$ cat config.mk
export PLATFORM = sky130hd
export DESIGN_NAME = bsg_print_stat_capture
export DESIGN_NICKNAME = d
export VERILOG_FILES = /design/src/rtl/bsg_print_stat_capture_pkg.sv /design/src/rtl/bsg_print_stat_capture_slot.sv /design/src/rtl/bsg_print_stat_capture.sv
export SDC_FILE = /design/constraint.sdc
export NUM_CORES = 1
export LEC_CHECK = 0
export CORE_UTILIZATION = 35
export CTS_BUF_LIST = sky130_fd_sc_hd__clkbuf_8
export DETAILED_ROUTE_END_ITERATION = 8
export PLACE_DENSITY = 0.53
export SETUP_SLACK_MARGIN = 0.05
export SYNTH_ARGS = -nofsm -noshare
export SYNTH_HDL_FRONTEND = slang
export SYNTH_SLANG_ARGS = --single-unit
$ cat constraint.sdc
create_clock -name clk_i -period 21.2 [get_ports clk_i]
set_input_delay 3.18 -clock clk_i [delete_from_list [all_inputs] [get_ports clk_i]]
set_output_delay 3.18 -clock clk_i [all_outputs]
set_load 0.005 [all_outputs]
$ cat src/rtl/bsg_print_stat_capture_pkg.sv
// Shared definitions for the print-stat capture block: the capture entry
// layout, the default print-stat EPA and the channel-id width helper.
// Optional build macro: BSG_PRINT_STAT_CAPTURE_DEDUP_EN (per-channel dedup).
`ifndef BSG_PRINT_STAT_CAPTURE_PKG_SV
`define BSG_PRINT_STAT_CAPTURE_PKG_SV

// Capture entry {tag, ch, ts}; widths depend on the instance parameters.
`define BSG_PRINT_STAT_CAPTURE_ENTRY_S(name, tag_w, ch_w, ts_w) \
  typedef struct packed {                                       \
    logic [(tag_w)-1:0] tag;                                    \
    logic [(ch_w)-1:0]  ch;                                     \
    logic [(ts_w)-1:0]  ts;                                     \
  } name

package bsg_print_stat_capture_pkg;

  // EPA that the host code stores to when it wants a stat printed
  localparam logic [27:0] print_stat_epa_gp = 28'h0000_0BFC;

  // Channel-id width: ceil(log2(n)) but never narrower than one bit
  function automatic int unsigned clog2_min1(input int unsigned n);
    return (n <= 1) ? 1 : $clog2(n);
  endfunction

endpackage

`endif

$ cat src/rtl/bsg_print_stat_capture_slot.sv
// One snoop channel: print-stat match compare, pending capture register,
// drop pulse, and (with BSG_PRINT_STAT_CAPTURE_DEDUP_EN) last-accepted-tag
// filtering.
module bsg_print_stat_capture_slot
  import bsg_print_stat_capture_pkg::*;
#(
  parameter int unsigned             addr_width_p      = 28,
  parameter int unsigned             data_width_p      = 32,
  parameter int unsigned             ts_width_p        = 48,
  parameter logic [addr_width_p-1:0] print_stat_addr_p = addr_width_p'(print_stat_epa_gp)
) (
  input  logic                    clk_i,
  input  logic                    reset_i,
  input  logic                    v_i,
  input  logic                    ready_i,
  input  logic                    is_store_i,
  input  logic [addr_width_p-1:0] addr_i,
  input  logic [data_width_p-1:0] data_i,
  input  logic [ts_width_p-1:0]   ts_i,
  input  logic                    grant_i,
  output logic                    pend_v_o,
  output logic [data_width_p-1:0] pend_tag_o,
  output logic [ts_width_p-1:0]   pend_ts_o,
  output logic                    drop_c
);

  logic                    match_c;
  logic                    accept_c;
  logic                    store_c;
  logic                    pend_v_q,   pend_v_d;
  logic [data_width_p-1:0] pend_tag_q, pend_tag_d;
  logic [ts_width_p-1:0]   pend_ts_q,  pend_ts_d;

  // A completed store transfer to the print-stat EPA
  always_comb begin
    match_c = v_i && ready_i && is_store_i && (addr_i == print_stat_addr_p);
  end

`ifdef BSG_PRINT_STAT_CAPTURE_DEDUP_EN
  logic                    last_v_q,   last_v_d;
  logic [data_width_p-1:0] last_tag_q, last_tag_d;

  // Ignore a repeat of the tag this channel last stored
  always_comb begin
    accept_c = match_c && !(last_v_q && (data_i == last_tag_q));
  end

  // Remember the most recently stored tag
  always_comb begin
    last_v_d   = last_v_q;
    last_tag_d = last_tag_q;
    if (store_c) begin
      last_v_d   = 1'b1;
      last_tag_d = data_i;
    end
  end

  // Dedup history registers
  always_ff @(posedge clk_i or posedge reset_i) begin
    if (reset_i) begin
      last_v_q   <= 1'b0;
      last_tag_q <= '0;
    end else begin
      last_v_q   <= last_v_d;
      last_tag_q <= last_tag_d;
    end
  end
`else
  // Every match is a candidate capture
  always_comb begin
    accept_c = match_c;
  end
`endif

  // Pending slot update: a drain frees the slot in time for a same-cycle hit
  always_comb begin
    pend_v_d   = pend_v_q;
    pend_tag_d = pend_tag_q;
    pend_ts_d  = pend_ts_q;
    store_c    = accept_c && (!pend_v_q || grant_i);
    drop_c     = accept_c && pend_v_q && !grant_i;
    if (grant_i) begin
      pend_v_d = 1'b0;
    end
    if (store_c) begin
      pend_v_d   = 1'b1;
      pend_tag_d = data_i;
      pend_ts_d  = ts_i;
    end
  end

  // Pending slot registers
  always_ff @(posedge clk_i or posedge reset_i) begin
    if (reset_i) begin
      pend_v_q   <= 1'b0;
      pend_tag_q <= '0;
      pend_ts_q  <= '0;
    end else begin
      pend_v_q   <= pend_v_d;
      pend_tag_q <= pend_tag_d;
      pend_ts_q  <= pend_ts_d;
    end
  end

  assign pend_v_o   = pend_v_q;
  assign pend_tag_o = pend_tag_q;
  assign pend_ts_o  = pend_ts_q;

endmodule

$ cat src/rtl/bsg_print_stat_capture.sv
// Multi-channel print-stat snoop: per-channel pending slots, a round-robin
// arbiter into a small capture FIFO, a free-running timestamp and a
// saturating drop counter.
// Optional build macro: BSG_PRINT_STAT_CAPTURE_DEDUP_EN (per-channel dedup).
module bsg_print_stat_capture
  import bsg_print_stat_capture_pkg::*;
#(
  parameter int unsigned             num_channels_p    = 2,
  parameter int unsigned             addr_width_p      = 28,
  parameter int unsigned             data_width_p      = 32,
  parameter logic [addr_width_p-1:0] print_stat_addr_p = addr_width_p'(print_stat_epa_gp),
  parameter int unsigned             ts_width_p        = 48,
  parameter int unsigned             fifo_els_p        = 8,
  parameter int unsigned             drop_ctr_width_p  = 16,
  localparam int unsigned            ch_width_lp       = clog2_min1(num_channels_p)
) (
  input  logic                                   clk_i,
  input  logic                                   reset_i,
  input  logic [num_channels_p-1:0]              pkt_v_i,
  input  logic [num_channels_p-1:0]              pkt_ready_i,
  input  logic [num_channels_p-1:0]              pkt_is_store_i,
  input  logic [num_channels_p*addr_width_p-1:0] pkt_addr_i,
  input  logic [num_channels_p*data_width_p-1:0] pkt_data_i,
  output logic                                   deq_v_o,
  output logic [data_width_p-1:0]                deq_tag_o,
  output logic [ch_width_lp-1:0]                 deq_ch_o,
  output logic [ts_width_p-1:0]                  deq_ts_o,
  input  logic                                   deq_yumi_i,
  output logic [drop_ctr_width_p-1:0]            drop_count_o
);

  localparam int unsigned fifo_aw_lp        = $clog2(fifo_els_p);
  localparam int unsigned ptr_width_lp      = fifo_aw_lp + 1;
  localparam int unsigned drop_sum_width_lp = drop_ctr_width_p + 5;

  `BSG_PRINT_STAT_CAPTURE_ENTRY_S(entry_s, data_width_p, ch_width_lp, ts_width_p);

  logic [ts_width_p-1:0]        ts_q, ts_d;
  logic [num_channels_p-1:0]    pend_v;
  logic [data_width_p-1:0]      pend_tag [num_channels_p];
  logic [ts_width_p-1:0]        pend_ts  [num_channels_p];
  logic [num_channels_p-1:0]    grant_c;
  logic [num_channels_p-1:0]    drop_c;
  logic [ch_width_lp-1:0]       rr_ptr_q, rr_ptr_d;
  logic                         enq_ready_c;
  logic                         enq_c;
  logic                         deq_c;
  logic                         fifo_full_c;
  logic                         fifo_empty_c;
  entry_s                       enq_entry_c;
  entry_s                       head_c;
  entry_s                       mem_q [fifo_els_p];
  logic [ptr_width_lp-1:0]      wptr_q, wptr_d;
  logic [ptr_width_lp-1:0]      rptr_q, rptr_d;
  logic                         deq_v_q, deq_v_d;
  logic [drop_ctr_width_p-1:0]  drop_count_q, drop_count_d;
  logic [drop_sum_width_lp-1:0] drop_sum_c;

  // One snoop slot per channel
  for (genvar c = 0; c < num_channels_p; c++) begin : g_slot
    bsg_print_stat_capture_slot #(
      .addr_width_p      (addr_width_p),
      .data_width_p      (data_width_p),
      .ts_width_p        (ts_width_p),
      .print_stat_addr_p (print_stat_addr_p)
    ) u_slot (
      .clk_i      (clk_i),
      .reset_i    (reset_i),
      .v_i        (pkt_v_i[c]),
      .ready_i    (pkt_ready_i[c]),
      .is_store_i (pkt_is_store_i[c]),
      .addr_i     (pkt_addr_i[c*addr_width_p +: addr_width_p]),
      .data_i     (pkt_data_i[c*data_width_p +: data_width_p]),
      .ts_i       (ts_q),
      .grant_i    (grant_c[c]),
      .pend_v_o   (pend_v[c]),
      .pend_tag_o (pend_tag[c]),
      .pend_ts_o  (pend_ts[c]),
      .drop_c     (drop_c[c])
    );
  end

  // Free-running timestamp, wraps silently
  always_comb begin
    ts_d = ts_q + ts_width_p'(1);
  end

  // FIFO status; a full FIFO still accepts when the head leaves this cycle
  always_comb begin
    fifo_empty_c = (wptr_q == rptr_q);
    fifo_full_c  = (wptr_q[fifo_aw_lp] != rptr_q[fifo_aw_lp]) &&
                   (wptr_q[fifo_aw_lp-1:0] == rptr_q[fifo_aw_lp-1:0]);
    deq_c        = deq_yumi_i && !fifo_empty_c;
    enq_ready_c  = !fifo_full_c || deq_c;
  end

  // Round-robin arbiter: search from rr_ptr_q, next search starts after the winner
  always_comb begin
    grant_c     = '0;
    enq_c       = 1'b0;
    enq_entry_c = '0;
    rr_ptr_d    = rr_ptr_q;
    for (int unsigned i = 0; i < num_channels_p; i++) begin
      for (int unsigned j = 0; j < num_channels_p; j++) begin
        if (enq_ready_c && !enq_c && pend_v[j] &&
            (j == ((32'(rr_ptr_q) + i) % num_channels_p))) begin
          enq_c           = 1'b1;
          grant_c[j]      = 1'b1;
          enq_entry_c.tag = pend_tag[j];
          enq_entry_c.ch  = ch_width_lp'(j);
          enq_entry_c.ts  = pend_ts[j];
          rr_ptr_d        = (j == num_channels_p - 1) ? '0 : ch_width_lp'(j + 1);
        end
      end
    end
  end

  // FIFO pointer advance and registered non-empty flag
  always_comb begin
    wptr_d  = wptr_q + ptr_width_lp'(enq_c);
    rptr_d  = rptr_q + ptr_width_lp'(deq_c);
    deq_v_d = (wptr_d != rptr_d);
  end

  // FIFO storage; contents are meaningless until the pointers say otherwise
  always_ff @(posedge clk_i) begin
    if (enq_c) begin
      mem_q[wptr_q[fifo_aw_lp-1:0]] <= enq_entry_c;
    end
  end

  // Saturating accumulation of this cycle's drops
  always_comb begin
    drop_sum_c = drop_sum_width_lp'(drop_count_q);
    for (int unsigned j = 0; j < num_channels_p; j++) begin
      drop_sum_c = drop_sum_c + drop_sum_width_lp'(drop_c[j]);
    end
    if (drop_sum_c > drop_sum_width_lp'({drop_ctr_width_p{1'b1}})) begin
      drop_count_d = '1;
    end else begin
      drop_count_d = drop_ctr_width_p'(drop_sum_c);
    end
  end

  // Control state registers
  always_ff @(posedge clk_i or posedge reset_i) begin
    if (reset_i) begin
      ts_q         <= '0;
      rr_ptr_q     <= '0;
      wptr_q       <= '0;
      rptr_q       <= '0;
      deq_v_q      <= 1'b0;
      drop_count_q <= '0;
    end else begin
      ts_q         <= ts_d;
      rr_ptr_q     <= rr_ptr_d;
      wptr_q       <= wptr_d;
      rptr_q       <= rptr_d;
      deq_v_q      <= deq_v_d;
      drop_count_q <= drop_count_d;
    end
  end

  assign head_c       = mem_q[rptr_q[fifo_aw_lp-1:0]];
  assign deq_v_o      = deq_v_q;
  assign deq_tag_o    = head_c.tag;
  assign deq_ch_o     = head_c.ch;
  assign deq_ts_o     = head_c.ts;
  assign drop_count_o = drop_count_q;

  // Consumer may only take an entry that is actually there
  deq_yumi_legal_a : assert property (@(posedge clk_i) disable iff (reset_i)
                                      !(deq_yumi_i && !deq_v_o));

endmodule

==> flow_summary_export.csv <==
group,metric,value,unit
synth,synth_ff_type,"edfxtp_1",
cts,cts-hold-fix-buffers,0,
routing,highest_layer,"met4",
critical_path,end_kind,"primary output",
outcome,status,"completed",
routing,initialDrtViolationCount,918,
cts,clockRootBuffer,"clkbuf_8",
power_and_ir_drop,seq_power_share,46.6,%
cts,cts_tree,"built",
floorplanning,die_width,317,um
critical_path,critPathMaxStageDelay,0.98,ns
synth,yosysUniqueCellTypes,38,
critical_path,crit_required,18.02,ns
power_and_ir_drop,powerDensity,98.8,nW/um^2
worst_hold_path,min-delay-path-class,"reg2reg",
synth,synth_top_cell_by_area,"edfxtp_1",
flow_run,cap_violations,0,
cts,htreeDepth,4,
routing,wl_met1,33400,um
placement,dp_hpwl,44000,um
cts,clk_path_buf_depth,3,
worst_hold_path,min_from,"g_slot[0].u_slot.pend_ts_o[26]$_DFFE_PP0P_",
routing,drc,0,
grt,antenna_found_initial,1,
sta,rsz0062_at_grt,"false",
critical_path,slowest_stage,"dfrtp_4",
sta,finalHoldViolations,0,
finish,layout.cells.non_filler,3466,
power_and_ir_drop,p_leak,13.9,nW
sta,post-route-period-util,38.2,%
sta,worst_slew_pin_slew,1.02,ns
critical_path,critical_path_class,"reg2out",
finish,area_delta_synth_final,19.2,%
routing,vias,17310,
floorplanning,die_y,317,um
critical_path,r2r_cells,11,
synth,synthesis.area,34700,sq um
finish,regArea,25400,sq um
synth,ys_seq_area_share,73.0,%
sta,setup_viol,0,
critical_path,rrSetupSlack,15.86,ns
worst_hold_path,hold_end,"g_slot[0].u_slot.pend_ts_o[26]$_DFFE_PP0P_",
critical_path,crit_fanout,46,
routing,wire_per_inst,22.7,um
grt,grt_use_total,16.0,%
cts,cts_buffers,151,
finish,fin_util,42.1,%
cts,clock_latency,0.81,ns
worst_hold_path,worstHoldPathCells,1,
finish,fin_nets,2190,
routing,dr_wl_met3,3030,um
critical_path,r2r_end,"drop_count_o[1]$_DFF_PP0_",
synth,synth_common_cells,"edfxtp_1 (648), dfrtp_1 (236), mux2_2 (227)",
synth,synth.most_common_cell,"edfxtp_1",
floorplanning,initial_utilization,35.3,%
power_and_ir_drop,p_int,0.00306,W
finish,multiInputGateArea,8900,sq um
grt,grt_pass1_vias,19304,
power_and_ir_drop,ir_worst_vdd,0.0653,mV
synth,ys_top_cells_by_area,"edfxtp_1 (56%), dfrtp_1 (17%), mux4_2 (11%)",
synth,synth_top_area_share,56.0,%
cts,post_cts_buffers,0,
synth,synth-edff-count,648,
placement,place_congestion,0.744,
floorplanning,row_count,115,
power_and_ir_drop,switching_share,25.3,%
routing,viasPerCell,4.99,
power_and_ir_drop,p_comb_share,16.8,%
routing,wl_met2,40300,um
synth,yosysWarnings,0,
power_and_ir_drop,clkPwrFrac,36.6,%
placement,port_buffers,226,
synth,syn-num-nets,1866,
sta,fin_tns_setup,0,ns
grt,grt_max_degree,105,
cts,ctsResizeCount,0,
critical_path,path_cells,"buf_4, buf_4, mux4_2, mux2_2, clkdlybuf4s50_1",
routing,finalWirelength,78600,um
finish,fillers,8713,
sta,fin_crit,8.10,ns
cts,cts.sinks,884,
cts,clk_pin_slew_worst_paths,0.06,ns
critical_path,arrival,4.92,ns
sta,timing.fmax,0.123,GHz
sta,drv_slew,0,
routing,first_pass_iters,4,
critical_path,path_common_cell,"buf_4",
power_and_ir_drop,p_switching,0.00104,W
placement,dp.cells,3188,
grt,grt_pass1_wl,119000,um
floorplanning,dieArea,101000,sq um
critical_path,regToRegStartpoint,"rptr_q[0]$_DFF_PP0_",
sta,slew_headroom,31.6,%
synth,synthesis.area_per_instance,20.1,sq um
routing,postRouteAntennaNets,0,
synth,synth-seq-cells,884,
floorplanning,io_pins,227,
finish,drive_above_1_share,30.4,%
synth,syn_inst,1730,
floorplanning,core-area,98400,sq um
critical_path,cp-start-kind,"register",
synth,async_flop_share,26.7,%
sta,fin_skew,0.0297,ns
grt,gr-total-overflow,0,
[layer usage]
layer	track usage, %	up-vias
li1	-	7623
met1	19.8	9213
met2	27.8	339
met3	3.15	135
met4	5.89	0
met5	0	-
[state kept, by name, summed over array words and instances (netlist names)]
register / flops
ts_q: 48
g_slot.u_slot.pend_ts_o: 96
deq_v_o: 1
drop_count_o: 16
g_slot.u_slot.pend_v_o: 2
rr_ptr_q: 1
wptr_q: 4
g_slot.u_slot.pend_tag_o: 64
rptr_q: 4
mem_q: 648
[worst max-delay path, delay by kind of cell, from the launching register on]
family / cells / cell delay [ns]
buf+inv: 3 / 2.06
flops: 1 / 0.98
mux: 2 / 0.92
[cells by family (layout without fill, tap and decap cells)]
family                     Yosys count  count (layout)  synth area share, %
DFF                                884             884                 73.0
muxes                              405             405                 18.5
and+or+nand+nor                    175             175                 2.71
buffers and inverters              101             548                 1.59
AOI/OAI and AO/OA                   89              89                 2.17
xor gates and xnor gates            69              69                 1.74
adders and majority gates            7               7                0.274
other                                0               2                    0
[placed cells by master (no fill, tap or decap), types with 6 or more instances in the layout]
cell type / instances
xor2_1: 41
edfxtp_1: 648
clkdlybuf4s50_1: 226
clkinv_2: 22
nor4_1: 11
and4_1: 7
a22o_1: 80
and3_1: 7
nand3_1: 30
clkinvlp_4: 8
buf_4: 32
nor3_1: 13
inv_1: 52
nor2_1: 31
xnor2_1: 28
dfrtp_1: 233
nand4_1: 12
clkinv_1: 29
mux4_2: 162
nand2_1: 35
mux2_4: 14
bufinv_16: 7
mux2_2: 227
clkbuf_8: 167
ha_1: 6
[layout make-up]
class                   count  area share (%)
clock buffers             167            5.55
well taps                1287            3.89
clock inverters           109            1.63
repair buffers            258            6.04
inverters                  14           0.145
flip-flops and latches    884            61.3
diodes                      2          0.0121
multi-input cells         745            21.5
[worst max-delay path by stage]
stage | cells past startpoint | startpoint | slack, ns | to
3_3_place_gp | 5 | rptr_q[0]$_DFF_PP0_ | 13.71 | deq_ts_o[3]
6_report | 5 | rptr_q[0]$_DFF_PP0_ | 13.10 | deq_ts_o[37]
4_1_cts | 5 | rptr_q[0]$_DFF_PP0_ | 12.78 | deq_ts_o[3]
5_1_grt | 5 | rptr_q[0]$_DFF_PP0_ | 12.66 | deq_ts_o[37]
3_5_place_dp | 5 | rptr_q[0]$_DFF_PP0_ | 13.70 | deq_ts_o[3]
2_1_floorplan | 5 | deq_yumi_i | 8.28 | mem_q[4][0]$_DFFE_PP_
[power by group through the flow]
stage / Combinational (W) / Clock [W] / Sequential [W]
global route: 0.000740 / 0.00162 / 0.00192
detailed placement: 0.000713 / 0 / 0.00195
finish: 0.000687 / 0.00150 / 0.00191
global placement: 0.000715 / 0 / 0.00195
floorplan: 0.000470 / 0 / 0.00188
CTS: 0.000717 / 0.00155 / 0.00191
[metrics by stage]
step / hold slack (ns) / power, W / area [sq um] / setup WS, ns
CTS: 0.506 / 0.00418 / 41400 / 12.78
detailed placement: 0.492 / 0.00266 / 38400 / 13.70
global placement: 0.489 / 0.00266 / 38400 / 13.71
finish: 0.504 / 0.00409 / 41400 / 13.10
floorplan: 0.455 / 0.00235 / 34700 / 8.28
global route: 0.509 / 0.00427 / 41400 / 12.66
No activity file was read; power rests on OpenSTA's default activity.
